==> config.mk <==
export PLATFORM = sky130hd
export DESIGN_NAME = pio_mem_requester_flat
export DESIGN_NICKNAME = d
export VERILOG_FILES = /design/src/rtl/pio_mem_pkg.sv /design/src/rtl/pio_mem_requester_if.sv /design/src/rtl/pio_mem_requester.sv /design/src/flat_wrapper.sv
export SDC_FILE = /design/constraint.sdc
export NUM_CORES = 1
export LEC_CHECK = 0
export CAP_MARGIN = 20
export CORE_UTILIZATION = 33
export CTS_BUF_LIST = sky130_fd_sc_hd__clkbuf_16
export DETAILED_ROUTE_END_ITERATION = 8
export PLACE_DENSITY = 0.69
export SYNTH_ARGS = -nofsm -noshare
export SYNTH_HDL_FRONTEND = slang
export SYNTH_SLANG_ARGS = --single-unit
export TNS_END_PERCENT = 20
==> constraint.sdc <==
create_clock -name clk -period 2.3 [get_ports clk]
set_input_delay 0.46 -clock clk [delete_from_list [all_inputs] [get_ports clk]]
set_output_delay 0.46 -clock clk [all_outputs]
set_load 0.02 [all_outputs]
==> src/rtl/pio_mem_pkg.sv <==
// Shared definitions for the PIO memory requester.
// Holds the FSM state encoding, the bus widths and the address region codes
// that sit in cmd_addr[13:12].
package pio_mem_pkg;

  localparam int unsigned ADDR_W  = 14;
  localparam int unsigned BE_W    = 4;
  localparam int unsigned DATA_W  = 32;
  localparam int unsigned WR_BE_W = 8;

  // Region selects carried in the top two address bits
  localparam logic [1:0] REGION_BAR0 = 2'b01;
  localparam logic [1:0] REGION_ROM  = 2'b11;

  typedef enum logic [1:0] {
    ST_IDLE      = 2'd0,
    ST_WRITE     = 2'd1,
    ST_READ_WAIT = 2'd2,
    ST_RESP      = 2'd3
  } state_e;

endpackage

==> src/rtl/pio_mem_requester_if.sv <==
// Bus bundle for the PIO memory requester.
//   cmd_*  : command channel (valid/ready), one command at a time
//   rsp_*  : completion channel (valid/ready)
//   rd_*   : target read port (fixed-latency)
//   wr_*   : target write port, throttled by wr_busy
// master = the requester, slave = the command source / memory target side.
interface pio_mem_requester_if;
  import pio_mem_pkg::*;

  logic                cmd_valid;
  logic                cmd_ready;
  logic                cmd_write;
  logic [ADDR_W-1:0]   cmd_addr;
  logic [BE_W-1:0]     cmd_be;
  logic [DATA_W-1:0]   cmd_wdata;

  logic                rsp_valid;
  logic                rsp_ready;
  logic [DATA_W-1:0]   rsp_rdata;
  logic                rsp_error;

  logic [ADDR_W-1:0]   rd_addr;
  logic [BE_W-1:0]     rd_be;
  logic [DATA_W-1:0]   rd_data;

  logic [ADDR_W-1:0]   wr_addr;
  logic [WR_BE_W-1:0]  wr_be;
  logic [DATA_W-1:0]   wr_data;
  logic                wr_en;
  logic                wr_busy;

  modport master (
    input  cmd_valid, cmd_write, cmd_addr, cmd_be, cmd_wdata,
    output cmd_ready,
    output rsp_valid, rsp_rdata, rsp_error,
    input  rsp_ready,
    output rd_addr, rd_be,
    input  rd_data,
    output wr_addr, wr_be, wr_data, wr_en,
    input  wr_busy
  );

  modport slave (
    output cmd_valid, cmd_write, cmd_addr, cmd_be, cmd_wdata,
    input  cmd_ready,
    input  rsp_valid, rsp_rdata, rsp_error,
    output rsp_ready,
    input  rd_addr, rd_be,
    output rd_data,
    input  wr_addr, wr_be, wr_data, wr_en,
    output wr_busy
  );

endinterface

==> src/rtl/pio_mem_requester.sv <==
// PIO memory requester: accepts one read/write command at a time, drives the
// target read or write port, and returns a single completion.
// Ports:
//   clk        rising-edge clock
//   sys_rst_n  asynchronous active-low reset
//   bus        pio_mem_requester_if.master (cmd / rsp / rd / wr channels)
// Parameters:
//   TCQ           clock-to-output delay for simulation models (kept for
//                 compatibility; this RTL uses zero-delay assignments)
//   RD_LATENCY    target read latency in cycles, 1..7
//   BUSY_TIMEOUT  consecutive wr_busy cycles before a write is abandoned, 1..255
module pio_mem_requester
  import pio_mem_pkg::*;
#(
  parameter int          TCQ          = 1,
  parameter int unsigned RD_LATENCY   = 1,
  parameter int unsigned BUSY_TIMEOUT = 255
) (
  input logic                 clk,
  input logic                 sys_rst_n,
  pio_mem_requester_if.master bus
);

  localparam int unsigned RD_CNT_W   = 3;
  localparam int unsigned BUSY_CNT_W = 8;

  // Elaboration-time parameter legality
  if (TCQ < 0) begin : g_bad_tcq
    $error("pio_mem_requester: TCQ must be non-negative");
  end
  if (RD_LATENCY < 1 || RD_LATENCY > 7) begin : g_bad_rd_latency
    $error("pio_mem_requester: RD_LATENCY must be 1..7");
  end
  if (BUSY_TIMEOUT < 1 || BUSY_TIMEOUT > 255) begin : g_bad_busy_timeout
    $error("pio_mem_requester: BUSY_TIMEOUT must be 1..255");
  end

  state_e                state;
  logic [RD_CNT_W-1:0]   rd_cnt;
  logic [BUSY_CNT_W-1:0] busy_cnt;
  logic                  busy_expire_c;

  // This busy cycle is the BUSY_TIMEOUT-th consecutive one
  assign busy_expire_c = (busy_cnt == BUSY_CNT_W'(BUSY_TIMEOUT - 1));

  assign bus.cmd_ready = (state == ST_IDLE);
  // Write strobe follows wr_busy combinationally so the target sees it the
  // same cycle it frees up
  assign bus.wr_en     = (state == ST_WRITE) && !bus.wr_busy;

  // FSM, counters and registered target/response fields
  always_ff @(posedge clk or negedge sys_rst_n) begin
    if (!sys_rst_n) begin
      state         <= ST_IDLE;
      rd_cnt        <= '0;
      busy_cnt      <= '0;
      bus.rsp_valid <= 1'b0;
      bus.rsp_rdata <= '0;
      bus.rsp_error <= 1'b0;
      bus.rd_addr   <= '0;
      bus.rd_be     <= '0;
      bus.wr_addr   <= '0;
      bus.wr_be     <= '0;
      bus.wr_data   <= '0;
    end else begin
      case (state)
        ST_IDLE: begin
          if (bus.cmd_valid) begin
            if (bus.cmd_write) begin
              bus.wr_addr <= bus.cmd_addr;
              bus.wr_be   <= {4'b0, bus.cmd_be};
              bus.wr_data <= bus.cmd_wdata;
              busy_cnt    <= '0;
              state       <= ST_WRITE;
            end else begin
              bus.rd_addr <= bus.cmd_addr;
              bus.rd_be   <= bus.cmd_be;
              rd_cnt      <= RD_CNT_W'(RD_LATENCY);
              state       <= ST_READ_WAIT;
            end
          end
        end

        ST_WRITE: begin
          if (!bus.wr_busy) begin
            bus.rsp_valid <= 1'b1;
            bus.rsp_error <= 1'b0;
            bus.rsp_rdata <= '0;
            busy_cnt      <= '0;
            state         <= ST_RESP;
          end else if (busy_expire_c) begin
            bus.rsp_valid <= 1'b1;
            bus.rsp_error <= 1'b1;
            bus.rsp_rdata <= '0;
            busy_cnt      <= '0;
            state         <= ST_RESP;
          end else begin
            busy_cnt <= busy_cnt + BUSY_CNT_W'(1);
          end
        end

        // rd_cnt reaches zero one edge before capture, giving E0+RD_LATENCY+1
        ST_READ_WAIT: begin
          if (rd_cnt == '0) begin
            bus.rsp_valid <= 1'b1;
            bus.rsp_error <= 1'b0;
            bus.rsp_rdata <= bus.rd_data;
            state         <= ST_RESP;
          end else begin
            rd_cnt <= rd_cnt - RD_CNT_W'(1);
          end
        end

        ST_RESP: begin
          if (bus.rsp_ready) begin
            bus.rsp_valid <= 1'b0;
            state         <= ST_IDLE;
          end
        end

        default: state <= ST_IDLE;
      endcase
    end
  end

endmodule

==> src/flat_wrapper.sv <==
// flat-port wrapper written by rule: the top's interface ports become plain ports
module pio_mem_requester_flat import pio_mem_pkg::*;
#(
  parameter int          TCQ          = 1,
  parameter int unsigned RD_LATENCY   = 1,
  parameter int unsigned BUSY_TIMEOUT = 255
)
  (clk, sys_rst_n, bus_cmd_valid, bus_cmd_write, bus_cmd_addr, bus_cmd_be, bus_cmd_wdata, bus_cmd_ready, bus_rsp_valid, bus_rsp_rdata, bus_rsp_error, bus_rsp_ready, bus_rd_addr, bus_rd_be, bus_rd_data, bus_wr_addr, bus_wr_be, bus_wr_data, bus_wr_en, bus_wr_busy);
  pio_mem_requester_if bus_i ();
  input logic clk;
  input logic sys_rst_n;
  input wire logic [$bits(bus_i.cmd_valid)-1:0] bus_cmd_valid;
  input wire logic [$bits(bus_i.cmd_write)-1:0] bus_cmd_write;
  input wire logic [$bits(bus_i.cmd_addr)-1:0] bus_cmd_addr;
  input wire logic [$bits(bus_i.cmd_be)-1:0] bus_cmd_be;
  input wire logic [$bits(bus_i.cmd_wdata)-1:0] bus_cmd_wdata;
  output wire logic [$bits(bus_i.cmd_ready)-1:0] bus_cmd_ready;
  output wire logic [$bits(bus_i.rsp_valid)-1:0] bus_rsp_valid;
  output wire logic [$bits(bus_i.rsp_rdata)-1:0] bus_rsp_rdata;
  output wire logic [$bits(bus_i.rsp_error)-1:0] bus_rsp_error;
  input wire logic [$bits(bus_i.rsp_ready)-1:0] bus_rsp_ready;
  output wire logic [$bits(bus_i.rd_addr)-1:0] bus_rd_addr;
  output wire logic [$bits(bus_i.rd_be)-1:0] bus_rd_be;
  input wire logic [$bits(bus_i.rd_data)-1:0] bus_rd_data;
  output wire logic [$bits(bus_i.wr_addr)-1:0] bus_wr_addr;
  output wire logic [$bits(bus_i.wr_be)-1:0] bus_wr_be;
  output wire logic [$bits(bus_i.wr_data)-1:0] bus_wr_data;
  output wire logic [$bits(bus_i.wr_en)-1:0] bus_wr_en;
  input wire logic [$bits(bus_i.wr_busy)-1:0] bus_wr_busy;
  assign bus_i.cmd_valid = bus_cmd_valid;
  assign bus_i.cmd_write = bus_cmd_write;
  assign bus_i.cmd_addr = bus_cmd_addr;
  assign bus_i.cmd_be = bus_cmd_be;
  assign bus_i.cmd_wdata = bus_cmd_wdata;
  assign bus_cmd_ready = bus_i.cmd_ready;
  assign bus_rsp_valid = bus_i.rsp_valid;
  assign bus_rsp_rdata = bus_i.rsp_rdata;
  assign bus_rsp_error = bus_i.rsp_error;
  assign bus_i.rsp_ready = bus_rsp_ready;
  assign bus_rd_addr = bus_i.rd_addr;
  assign bus_rd_be = bus_i.rd_be;
  assign bus_i.rd_data = bus_rd_data;
  assign bus_wr_addr = bus_i.wr_addr;
  assign bus_wr_be = bus_i.wr_be;
  assign bus_wr_data = bus_i.wr_data;
  assign bus_wr_en = bus_i.wr_en;
  assign bus_i.wr_busy = bus_wr_busy;
  pio_mem_requester #(.TCQ(TCQ), .RD_LATENCY(RD_LATENCY), .BUSY_TIMEOUT(BUSY_TIMEOUT)) u_core (.clk(clk), .sys_rst_n(sys_rst_n), .bus(bus_i));
endmodule
Word-level counts from Yosys, hierarchy flattened
Cells that the tools add are included.
Widths: inputs -> output; s select.
Word-level totals
  flip-flop bits (word level): 115
  bits in latches: 0
  input port bits: 88
  bits in writable memories: 0
  logic and storage cells: 68
  memory bits (read-only): 0
  memories kept: 0
  output and inout port bits: 108
Cells by class
  div/mod/pow operators: 0
  multiplexer cells: 28
  add/sub/neg operators: 2
  bitwise operators: 1
  magnitude comparators: 0
  multipliers: 0
  shift operators: 0
  equality and inequality tests: 11
  reductions and logical operators: 15
Operators by type and width (count)
  $mux 32: 3
  $pmux 32 s2: 1
  $mux 8: 4
  $pmux 8 s2: 1
  $mux 2: 6
  $reduce_and 3->1: 4
  $reduce_and 4->1: 3
  $ne 2x2->1 const B: 5
  $mux 3: 3
  $add 8x1->8 const B: 1
  $eq 8x8->1 const B: 1
  $pmux 2 s4: 1
  $mux 1: 6
  $pmux 3 s2: 1
  $reduce_bool 2->1: 3
  $eq 2x2->1 const B: 2
  $logic_not 3->1: 1
  $ne 3x2->1 const B: 1
  $pmux 1 s3: 1
  $reduce_bool 3->1: 1
  $sub 3x1->3 const B: 1
  $eq 2x1->1 const B: 1
  $logic_not 2->1: 1
  $ne 2x1->1 const B: 1
  4 further kinds: 4

Logic depth before layout (Yosys ltp)
Gate-level depths: netlist of the first run.
  depth after elaboration: 4
  mapped depth: 8
  depth with buffers taken out: 6

Worst setup path before layout of the first run
No wires, ideal clock.
  path type: register -> register
  start: reg u_core.state[0]
  end: reg u_core.busy_cnt[1]
  data arrival time: 1.699 ns
  path buffers: 1
  cell stages (with the launch flop): 7
  slack: 0.476 ns
  required time: 2.175 ns
  library setup time: 0.125 ns
  clock period less this slack: 1.824 ns
  path through: dfrtp_1 inv_1 ha_1 buf_2 nand3_1 o21ai_1 mux2_2
Between the ends
  cells in the longest elaborated chain, start to end: 3
  elaborated cells on any way between the ends: 7
  those cells by class: eq/ne: 3; mux: 1; reduce/logical: 3
RTL lines
  start: declaration: RTL line pio_mem_requester.sv:38  | state_e state;
  start signal: assignment: RTL line pio_mem_requester.sv:54  | state <= ST_IDLE;
  start signal: assignment: RTL line pio_mem_requester.sv:74  | state <= ST_WRITE;
  start signal: assignment: RTL line pio_mem_requester.sv:79  | state <= ST_READ_WAIT;
  $logic_not 2->1 (*)
  net bus_cmd_ready: RTL line flat_wrapper.sv:17  | output wire logic [$bits(bus_i.cmd_ready)-1:0] bus_cmd_ready;
  $ne 2x2->1 (no source line) or $reduce_bool 2->1 (tied branches)
  $reduce_and 3->1 (no source line)
  end signal: assignment: RTL line pio_mem_requester.sv:98  | busy_cnt <= busy_cnt + BUSY_CNT_W'(1);
  end: declaration: RTL line pio_mem_requester.sv:40  | logic [BUSY_CNT_W-1:0] busy_cnt;
The timed path passes the listed nets; every way through them passes the cells marked *.
A chain may end at the register's enable or synchronous reset.

Worst setup path after layout of the first run
  start: reg u_core.state[1]
  end: out bus_wr_en
Between the ends
  cells in the longest elaborated chain, start to end: 2
RTL lines
  $eq 2x1->1: RTL line pio_mem_requester.sv:49  | assign bus.wr_en = (state == ST_WRITE) && !bus.wr_busy;
  $logic_and 1x1->1: RTL line pio_mem_requester.sv:49
  end: declaration: RTL line flat_wrapper.sv:28  | output wire logic [$bits(bus_i.wr_en)-1:0] bus_wr_en;
No other way between the ends.

==> results.toml, run 1 <==
[route]
dr.max_layer_used = "met4"
vias = 3365
drt-total-wl_mm = 10.8
wl_met1_mm = 4.61
post_drt_wl_per_cell_um = 15.2
viasPerCell = 4.73
drc = 0
first_pass_iters = 4
dr_wl_met3_mm = 1.09
dr_wl_met2_mm = 4.90
drt-initial-drc-count = 121
detail-route-antenna-nets = 0

[clock_tree]
clock-sinks = 115
clk_pin_slew_ps = 60
clockRootBuffer = "clkbuf_16"
cts_made_buffers = 17
cts_tree = "yes"
ctsHoldBuffers = 0
cts_buffer_depth = 2
cts_max_level = 4
clk_latency_ps = 420

[worst_hold_path]
min_path_type = "input port to async pin"

[critical_path]
cp-end-kind = "output port"
reg2regPathDepth = 6
worstPathRequired_ps = 1840
reg2reg_setup_slack_ps = 340
startpoint_type = "register"
crit_type = "register to output port"
r2r_start = "u_core.state[0]"
arrival_ps = 1680
path_max_fanout = 3
r2r_end = "u_core.bus.rsp_rdata[26]"

[synth]
synthFlopType = "dfrtp_1"
syn_avg_cell_area_um2 = 14.5
synth_edf_count = 0
async_flop_share_pct = 100
synth_area_um2 = 4660
seq_area_frac_synth_pct = 61.7
postSynthCellCount = 322
yosysWarnings = 0
ys_ff_latch = 115
synth.distinct_cells = 35

[floorplanning]
coreArea_um2 = 13800
design.portCount = 196
initial_core_util_pct = 33.7
die_x_um = 121
rows = 43
die_h_um = 121
die_area_um2 = 14600

[grt]
grt_pass1_vias = 3466
antenna_found_initial = 0
track_usage_pct = 15.4
grt_start_max_net_pins = 116
grt_pass1_wl_mm = 17.1
gr-total-overflow = 0

[power_and_ir_drop]
intPower_mw = 6.95
p_sw_mw = 3.80
irDropWorstVdd_mv = 0.722
p_comb_share_pct = 46.7
power_density_nw_per_um2 = 1480
p_leak_nw = 3.16
p_seq_share_pct = 31.8
p_sw_share_pct = 35.3
pwr-share-clk_pct = 21.6

[place]
placed_cells = 680
place_congestion = 0.792
hpwl_mm = 7.42
io_buffers = 191

[sta]
skew_ps = 12.6
hold-worst-slack_ps = 130
hold_viol_final = 0
setup_tns_ps = 0
fin_crit_sh_pct = 93.0
fmax_mhz = 467
rsz0062_at_grt = "no"
post-route-min-period_ps = 2140
drv_slew = 0
worst_slew_pin_slew_ps = 881
slew-limit-headroom_pct = 41.0
setup_violations = 0

[final_layout]
drive_above_1_share_pct = 19.7
area_growth_pct = 55.5
fill_cells = 1167
layout.nets = 615
antenna_cells = 0
final_cells = 712

[run_status]
status = "complete, no violations"

[flow_run]
maxCapViolCount = 0
power groups by stage:
stage          Combinational (mW)  Clock [mW]  Sequential [mW]
3_5_place_dp                 5.06           0             3.44
3_3_place_gp                 4.95           0             3.41
6_report                     5.01        2.32             3.41
2_1_floorplan                1.83           0             4.45
4_1_cts                      5.08        2.38             3.42
5_1_grt                      5.34        2.47             3.53
per-layer routing:
metal	track usage [%]	up-vias
met5	0	-
met1	18.4	1648
li1	-	1553
met3	7.47	21
met2	23.0	143
met4	7.64	0
worst max path at each step:
| stage | depth (start not counted) | end | startpoint | slack [ps] |
|---|---|---|---|---|
| after CTS | 5 | bus_wr_en | u_core.state[1] | 140 |
| after detailed placement | 3 | bus_wr_en | bus_wr_busy | 240 |
| after global placement | 3 | bus_wr_en | bus_wr_busy | 240 |
| final | 5 | bus_wr_en | u_core.state[1] | 160 |
| after global routing | 5 | bus_wr_en | u_core.state[1] | 80 |
| after floorplan | 6 | u_core.busy_cnt[1] | u_core.state[0] | 480 |
layout by cell type, fill, tap and decap left out, types with 2 or more instances in the layout:
cell and n:
a21oi_1 2, a22o_1 32, a31oi_1 11, and3_1 3, buf_12 3, buf_4 2
clkbuf_16 17, clkdlybuf4s50_1 188, clkinv_1 4, clkinv_2 5, clkinvlp_4 2, conb_1 4
dfrtp_1 115, dlygate4sd2_1 2, ha_1 8, inv_1 12, mux2_2 69, mux2i_1 2
nand2_1 8, nand2b_1 3, nand3_1 4, nand3b_1 2, nor2_1 8, nor2b_1 2
o211ai_1 2, o21ai_0 5, o22ai_1 2
critical path, stage by stage, from the launching register on:
cell	delay, ps
dfrtp_1	400
inv_1	100
ha_1	250
inv_1	100
nor2_1	80
dlygate4sd2_1	330
state kept, by name (all words and copies together) (netlist names):
register	cells
u_core.bus.wr_be	4
u_core.bus.rd_addr	14
u_core.state	2
u_core.bus.wr_data	32
u_core.bus.wr_addr	14
u_core.rd_cnt	3
u_core.busy_cnt	8
u_core.bus.rd_be	4
u_core.bus.rsp_valid	1
u_core.bus.rsp_rdata	32
u_core.bus.rsp_error	1
area by class of cell:
type / instances / area, um^2 / share of cell area (%)
sequential: 115 / 2880 / 39.7
timing repair buffer: 195 / 1970 / 27.2
multi-input combinational: 180 / 1610 / 22.2
clock buffer: 17 / 425 / 5.87
tap: 180 / 225 / 3.11
clock inverter: 15 / 101 / 1.40
inverter: 10 / 37.5 / 0.518
timing repair:
item                                   4_1_cts  5_1_grt
setup endpoints to repair                    2        0
setup buffers                                0        0
endpoints found under the hold margin        0        0
gates resized for setup                      2        0
cell usage after synthesis (2+ instances only):
master,n,area [um^2]
mux2_2,69,777
nor2b_1,2,12.5
a31oi_1,11,68.8
o22ai_1,2,12.5
nand3b_1,2,15.0
nor2_1,8,30.0
and3_1,3,18.8
ha_1,8,100
o211ai_1,2,15.0
buf_6,7,78.8
a22o_1,32,280
nand2b_1,3,18.8
nand3_1,5,25.0
a21oi_1,2,10.0
nand2_1,8,30.0
mux2i_1,2,20.0
dfrtp_1,115,2880
buf_2,8,40.0
buf_4,4,30.0
inv_1,10,37.5
o21ai_0,5,25.0
through the flow:
stage	utilization [%]	total power [mW]	area, um^2	worst slack, ps
global route	52.5	11.3	7250	81.6
finish	52.5	10.7	7250	161
global placement	48.7	8.36	6730	238
detailed placement	48.7	8.50	6730	242
floorplan	-	6.29	4670	476
CTS	52.5	10.9	7250	142
logic make-up after synthesis:
| family | share of synthesized area [%] |
|---|---|
| xor gates and xnor gates | 0.188 |
| muxes | 17.1 |
| DFF | 61.7 |
| buffers and inverters | 4.08 |
| and+or+nand+nor | 3.97 |
| other | 0.0804 |
| AOI/OAI and AO/OA | 10.7 |
| adders and majority gates | 2.15 |
Note: power is estimated with default switching activity, not from simulation.
==> run 2: changes to the inputs <==
--- a/config.mk
+++ b/config.mk
@@ -8,8 +8,10 @@
 export CAP_MARGIN = 20
 export CORE_UTILIZATION = 33
 export CTS_BUF_LIST = sky130_fd_sc_hd__clkbuf_16
+export CTS_CLUSTER_DIAMETER = 30
 export DETAILED_ROUTE_END_ITERATION = 8
 export PLACE_DENSITY = 0.69
+export SETUP_SLACK_MARGIN = 0.1
 export SYNTH_ARGS = -nofsm -noshare
 export SYNTH_HDL_FRONTEND = slang
 export SYNTH_SLANG_ARGS = --single-unit
==> run 2 against run 1 <==
Compared with the run above:
- power barely moved
- sequential share of layout area barely moved
- cell count did not move
- via count barely moved
- utilization barely moved
- first-iteration DRC count rose by 3.3%
- count of clock-buffer cells in the layout did not move
- register-to-register slack barely moved
- critical path depth did not move
- global-route usage did not move
- non-clock buffer count did not move
- largest cell class unchanged
- largest power group unchanged
==> results.toml, run 2 (synthesis results as in run 1) <==
[run_status]
status = "complete, no violations"

[power_and_ir_drop]
irDropWorstVdd_mv = 0.722
p_leak_nw = 3.16
p_total_mw = 10.7
power_density_nw_per_um2 = 1480

[route]
drt-initial-drc-count = 125
viasPerCell = 4.73
first_pass_iters = 4
vias = 3366
post_drt_wl_per_cell_um = 15.2
drt-total-wl_mm = 10.9
detail-route-antenna-nets = 0
drc = 0

[sta]
setup_tns_ps = 0
worst_slew_pin_slew_ps = 872
fmax_mhz = 474
fin_crit_sh_pct = 91.7
rsz0062_at_grt = "no"
setup_violations = 0
slew-limit-headroom_pct = 41.6
hold-worst-slack_ps = 130
hold_viol_final = 0
post-route-min-period_ps = 2110
skew_ps = 12.9
drv_slew = 0

[critical_path]
cp_num_buf_inv = 3
startpoint_type = "register"
cp-end-kind = "output port"
arrival_ps = 1650
cp_top_family = "buffers and inverters"
slowest_stage = "dfrtp_1"
critPathMostFrequentCell = "inv_1"
slowest_delay_ps = 400
worstPathRequired_ps = 1840
crit_type = "register to output port"
worstPathCellList = "inv_1, ha_2, inv_1, nor2_1, dlygate4sd2_1"
path_max_fanout = 3

[place]
io_buffers = 191
postPlaceCellArea_um2 = 6730
place_congestion = 0.792
hpwl_mm = 7.42

[clock_tree]
clk_pin_slew_ps = 60
cts_buffer_depth = 2
clock-sinks = 115
ctsHoldBuffers = 0
clockRootBuffer = "clkbuf_16"
cts_made_buffers = 17
cts_max_level = 4
cts_tree = "yes"
clk_latency_ps = 420

[floorplanning]
rows = 43
design.portCount = 196
die_h_um = 121
coreArea_um2 = 13800
die_area_um2 = 14600
die_x_um = 121
initial_core_util_pct = 33.7

[final_layout]
fill_cells = 1167
antenna_cells = 0
layout.nets = 615
post-route-util_pct = 52.5
reg.largest.list = "u_core.bus.rsp_rdata x32, u_core.bus.wr_data x32"
final_cell_area_um2 = 7260
area_growth_pct = 55.6
layout_common_cells = "clkdlybuf4s50_1, dfrtp_1, mux2_2"
drive_above_1_share_pct = 19.9
layout_commonest_cell = "clkdlybuf4s50_1"

[grt]
grt_busiest_layer = "met2"
use_met1_pct = 18.4
gr-total-overflow = 0
grtUsageMet3_pct = 7.47
grt_pass1_wl_mm = 17.1
grt_pass1_vias = 3466
track_usage_pct = 15.4
met2_usage_pct = 23.0
grt_start_max_net_pins = 116
antenna_found_initial = 0

[flow_run]
maxCapViolCount = 0

[worst_hold_path]
min_path_type = "input port to async pin"
## run 2: cell counts in the layout (fill, tap and decap cells not counted)
No cell type changed its count.
## run 2: stage by stage
step / setup slack, ps / instances
floorplan: 476 / 325
global placement: 238 / 680
detailed placement: 242 / 680
CTS: 142 / 712
global route: 109 / 712
finish: 191 / 712
## run 2: worst paths after layout
path                                          from                        to  slack (ps)  cells past startpoint
max in group asynchronous                sys_rst_n    u_core.bus.wr_data[17]        1720                      2
worst max-delay path               u_core.state[1]                 bus_wr_en         190                      5
worst min-delay path                     sys_rst_n    u_core.bus.rd_addr[11]         130                      2
worst min register to register  u_core.busy_cnt[7]        u_core.busy_cnt[7]         490                      1
worst max register to register     u_core.state[0]  u_core.bus.rsp_rdata[26]         350                      6
min in group clk                u_core.busy_cnt[7]        u_core.busy_cnt[7]         490                      1
## run 2: layer usage
metal | routed length, um | share of wire [%]
met1 | 4610 | 42
met2 | 4910 | 45
met3 | 1090 | 10
met4 | 236 | 2.2
met5 | 0 | 0
## run 2: layout make-up
| class | instances | area, um^2 | share of cell area (%) |
|---|---|---|---|
| clock buffer | 17 | 425 | 5.86 |
| sequential | 115 | 2880 | 39.7 |
| tap | 180 | 225 | 3.10 |
| clock inverter | 15 | 101 | 1.40 |
| multi-input combinational | 180 | 1610 | 22.2 |
| inverter | 10 | 37.5 | 0.517 |
| timing repair buffer | 195 | 1970 | 27.2 |
## run 2: power breakdown
part           internal, mW  switching (mW)  total, mW
clock                  1.44           0.875       2.32
combinational          2.56            2.46       5.01
sequential             2.95           0.463       3.41
## run 2: what timing repair did
action,in CTS,in global routing
pin swaps,0,0
setup buffers,0,0
endpoints found under the hold margin,0,0
endpoints found under the setup margin,2,1
gates resized for setup,2,1
==> run 3: changes to the inputs <==
--- a/config.mk
+++ b/config.mk
@@ -6,11 +6,11 @@
 export NUM_CORES = 1
 export LEC_CHECK = 0
 export CAP_MARGIN = 20
-export CORE_UTILIZATION = 33
+export CORE_UTILIZATION = 43
 export CTS_BUF_LIST = sky130_fd_sc_hd__clkbuf_16
 export CTS_CLUSTER_DIAMETER = 30
 export DETAILED_ROUTE_END_ITERATION = 8
-export PLACE_DENSITY = 0.69
+export PLACE_DENSITY = 0.85
 export SETUP_SLACK_MARGIN = 0.1
 export SYNTH_ARGS = -nofsm -noshare
 export SYNTH_HDL_FRONTEND = slang
==> run 3 against run 2 <==
Compared with the run above:
- global-route usage rose by 5.7 points
- critical path depth unchanged
- cell area rose by 0.60%
- sequential share of layout area is 0.24 points lower
- sequential cell count unchanged
- largest cell class unchanged
- non-clock buffer count is 4 higher
==> results.toml, run 3 (synthesis results as in run 1) <==
[sta]
worst_slew_pin_slew_ps = 864
fin_crit_sh_pct = 92.1
skew_ps = 6.84
drv_slew = 0
setup_tns_ps = 0
slew-limit-headroom_pct = 42.1
rsz0062_at_grt = "no"
hold-worst-slack_ps = 500
post-route-min-period_ps = 2120
layout_setup_ws_ps = 181
fmax_mhz = 472
setup_violations = 0
hold_viol_final = 0

[floorplanning]
coreArea_um2 = 10400
design.portCount = 196
initial_core_util_pct = 44.8
rows = 37
die_x_um = 106
die_h_um = 106
die_area_um2 = 11300

[grt]
antenna_found_initial = 0
gr-total-overflow = 0
track_usage_pct = 21.1
grt_start_max_net_pins = 57
grt_pass1_wl_mm = 18.4
grt_pass1_vias = 3767

[power_and_ir_drop]
p_total_mw = 11.1
intPower_mw = 7.22
p_sw_mw = 3.89
p_seq_share_pct = 31.0
power_density_nw_per_um2 = 1520
p_comb_share_pct = 45.5
p_leak_nw = 3.20
irDropWorstVdd_mv = 0.782
pwr-share-clk_pct = 23.5
p_sw_share_pct = 35.0

[critical_path]
arrival_ps = 1660
cp-end-kind = "output port"
path_max_fanout = 3
startpoint_type = "register"
startpoint = "u_core.state[1]"
r2r_start = "u_core.state[0]"
r2r_end = "u_core.bus.rsp_rdata[12]"
worstPathRequired_ps = 1840
reg2reg_setup_slack_ps = 330
crit_type = "register to output port"
reg2regPathDepth = 6

[clock_tree]
cts_made_buffers = 17
clk_latency_ps = 400
cts_max_level = 4
clock-sinks = 115
clockRootBuffer = "clkbuf_16"
cts_buffer_depth = 2
clk_pin_slew_ps = 60
cts_tree = "yes"

[final_layout]
final_cell_area_um2 = 7300
fill_cells = 738
antenna_cells = 0
layout_commonest_cell = "clkdlybuf4s50_1"
multi_input_area_um2 = 1610
reg.largest.list = "u_core.bus.rsp_rdata x32, u_core.bus.wr_data x32"
layout.nets = 619
ff_latch_area_um2 = 2880
drive_above_1_share_pct = 21.1
layout_common_cells = "clkdlybuf4s50_1, dfrtp_1, mux2_2"
area_growth_pct = 56.5

[worst_hold_path]
worst_hold_path.endpoint = "u_core.bus.wr_data[1]"
min_path_type = "register to register"
min_from = "u_core.bus.wr_data[1]"
min_path_cells = 1

[route]
vias = 3451
wl_met1_mm = 4.62
drt-total-wl_mm = 11.5
drc = 0
viasPerCell = 5.14
detail-route-antenna-nets = 0
dr.max_layer_used = "met4"
drt-initial-drc-count = 109
post_drt_wl_per_cell_um = 17.0
first_pass_iters = 4
dr_wl_met3_mm = 1.00
dr_wl_met2_mm = 5.55

[place]
hpwl_mm = 8.19
io_buffers = 191
dpl_worst_slack_ps = 229
postPlaceCellArea_um2 = 6700
place_congestion = 0.814

[run_status]
status = "complete, no violations"

[flow_run]
maxCapViolCount = 0
==> run 3: worst max path at each step <==
stage / endpoint / slack (ps) / depth (start not counted)
finish: bus_wr_en / 180 / 5
global route: bus_wr_en / 110 / 5
CTS: bus_wr_en / 140 / 5
detailed placement: bus_wr_en / 230 / 3
global placement: bus_wr_en / 240 / 3
floorplan: u_core.busy_cnt[1] / 480 / 6
==> run 3: layout make-up <==
cell class,instances,area share (%)
Tap cell,136,2.33
Clock inverter,15,2.28
Inverter,10,0.514
Multi-Input combinational cell,180,22.1
Clock buffer,17,5.83
Sequential cell,115,39.4
Timing Repair Buffer,199,27.5
==> run 3: what timing repair did <==
item	in CTS	in global routing
buffers inserted	0	0
gates resized for setup	3	1
endpoints found under the hold margin	4	0
hold buffers	1	0
setup endpoints to repair	2	1
==> run 3: routing by layer <==
metal / vias to the layer above / global-route usage [%]
met3: 22 / 7.11
met4: 0 / 10.4
met2: 171 / 35.1
li1: 1568 / -
met5: - / 0
met1: 1690 / 24.2
==> run 3: worst max-delay path, cell delays in order, from the launching register on <==
cell and delay, ps:
dfrtp_1 400, inv_1 110, ha_1 260, inv_1 90, nor2_1 90, clkdlybuf4s15_1 300
==> run 3: power by group through the flow <==
stage | clock [mW] | combinational (mW) | sequential, mW
2_1_floorplan | 0 | 1.83 | 4.45
3_3_place_gp | 0 | 4.91 | 3.41
3_5_place_dp | 0 | 5.07 | 3.47
4_1_cts | 2.67 | 5.11 | 3.44
5_1_grt | 2.75 | 5.38 | 3.55
6_report | 2.61 | 5.05 | 3.45
==> run 3: per-stage QoR <==
| step | util, % | cells |
|---|---|---|
| after global routing | 70.1 | 672 |
| after detailed placement | 64.3 | 639 |
| final | 70.1 | 672 |
| after CTS | 70.1 | 672 |
| after floorplan | - | 325 |
| after global placement | 64.3 | 639 |
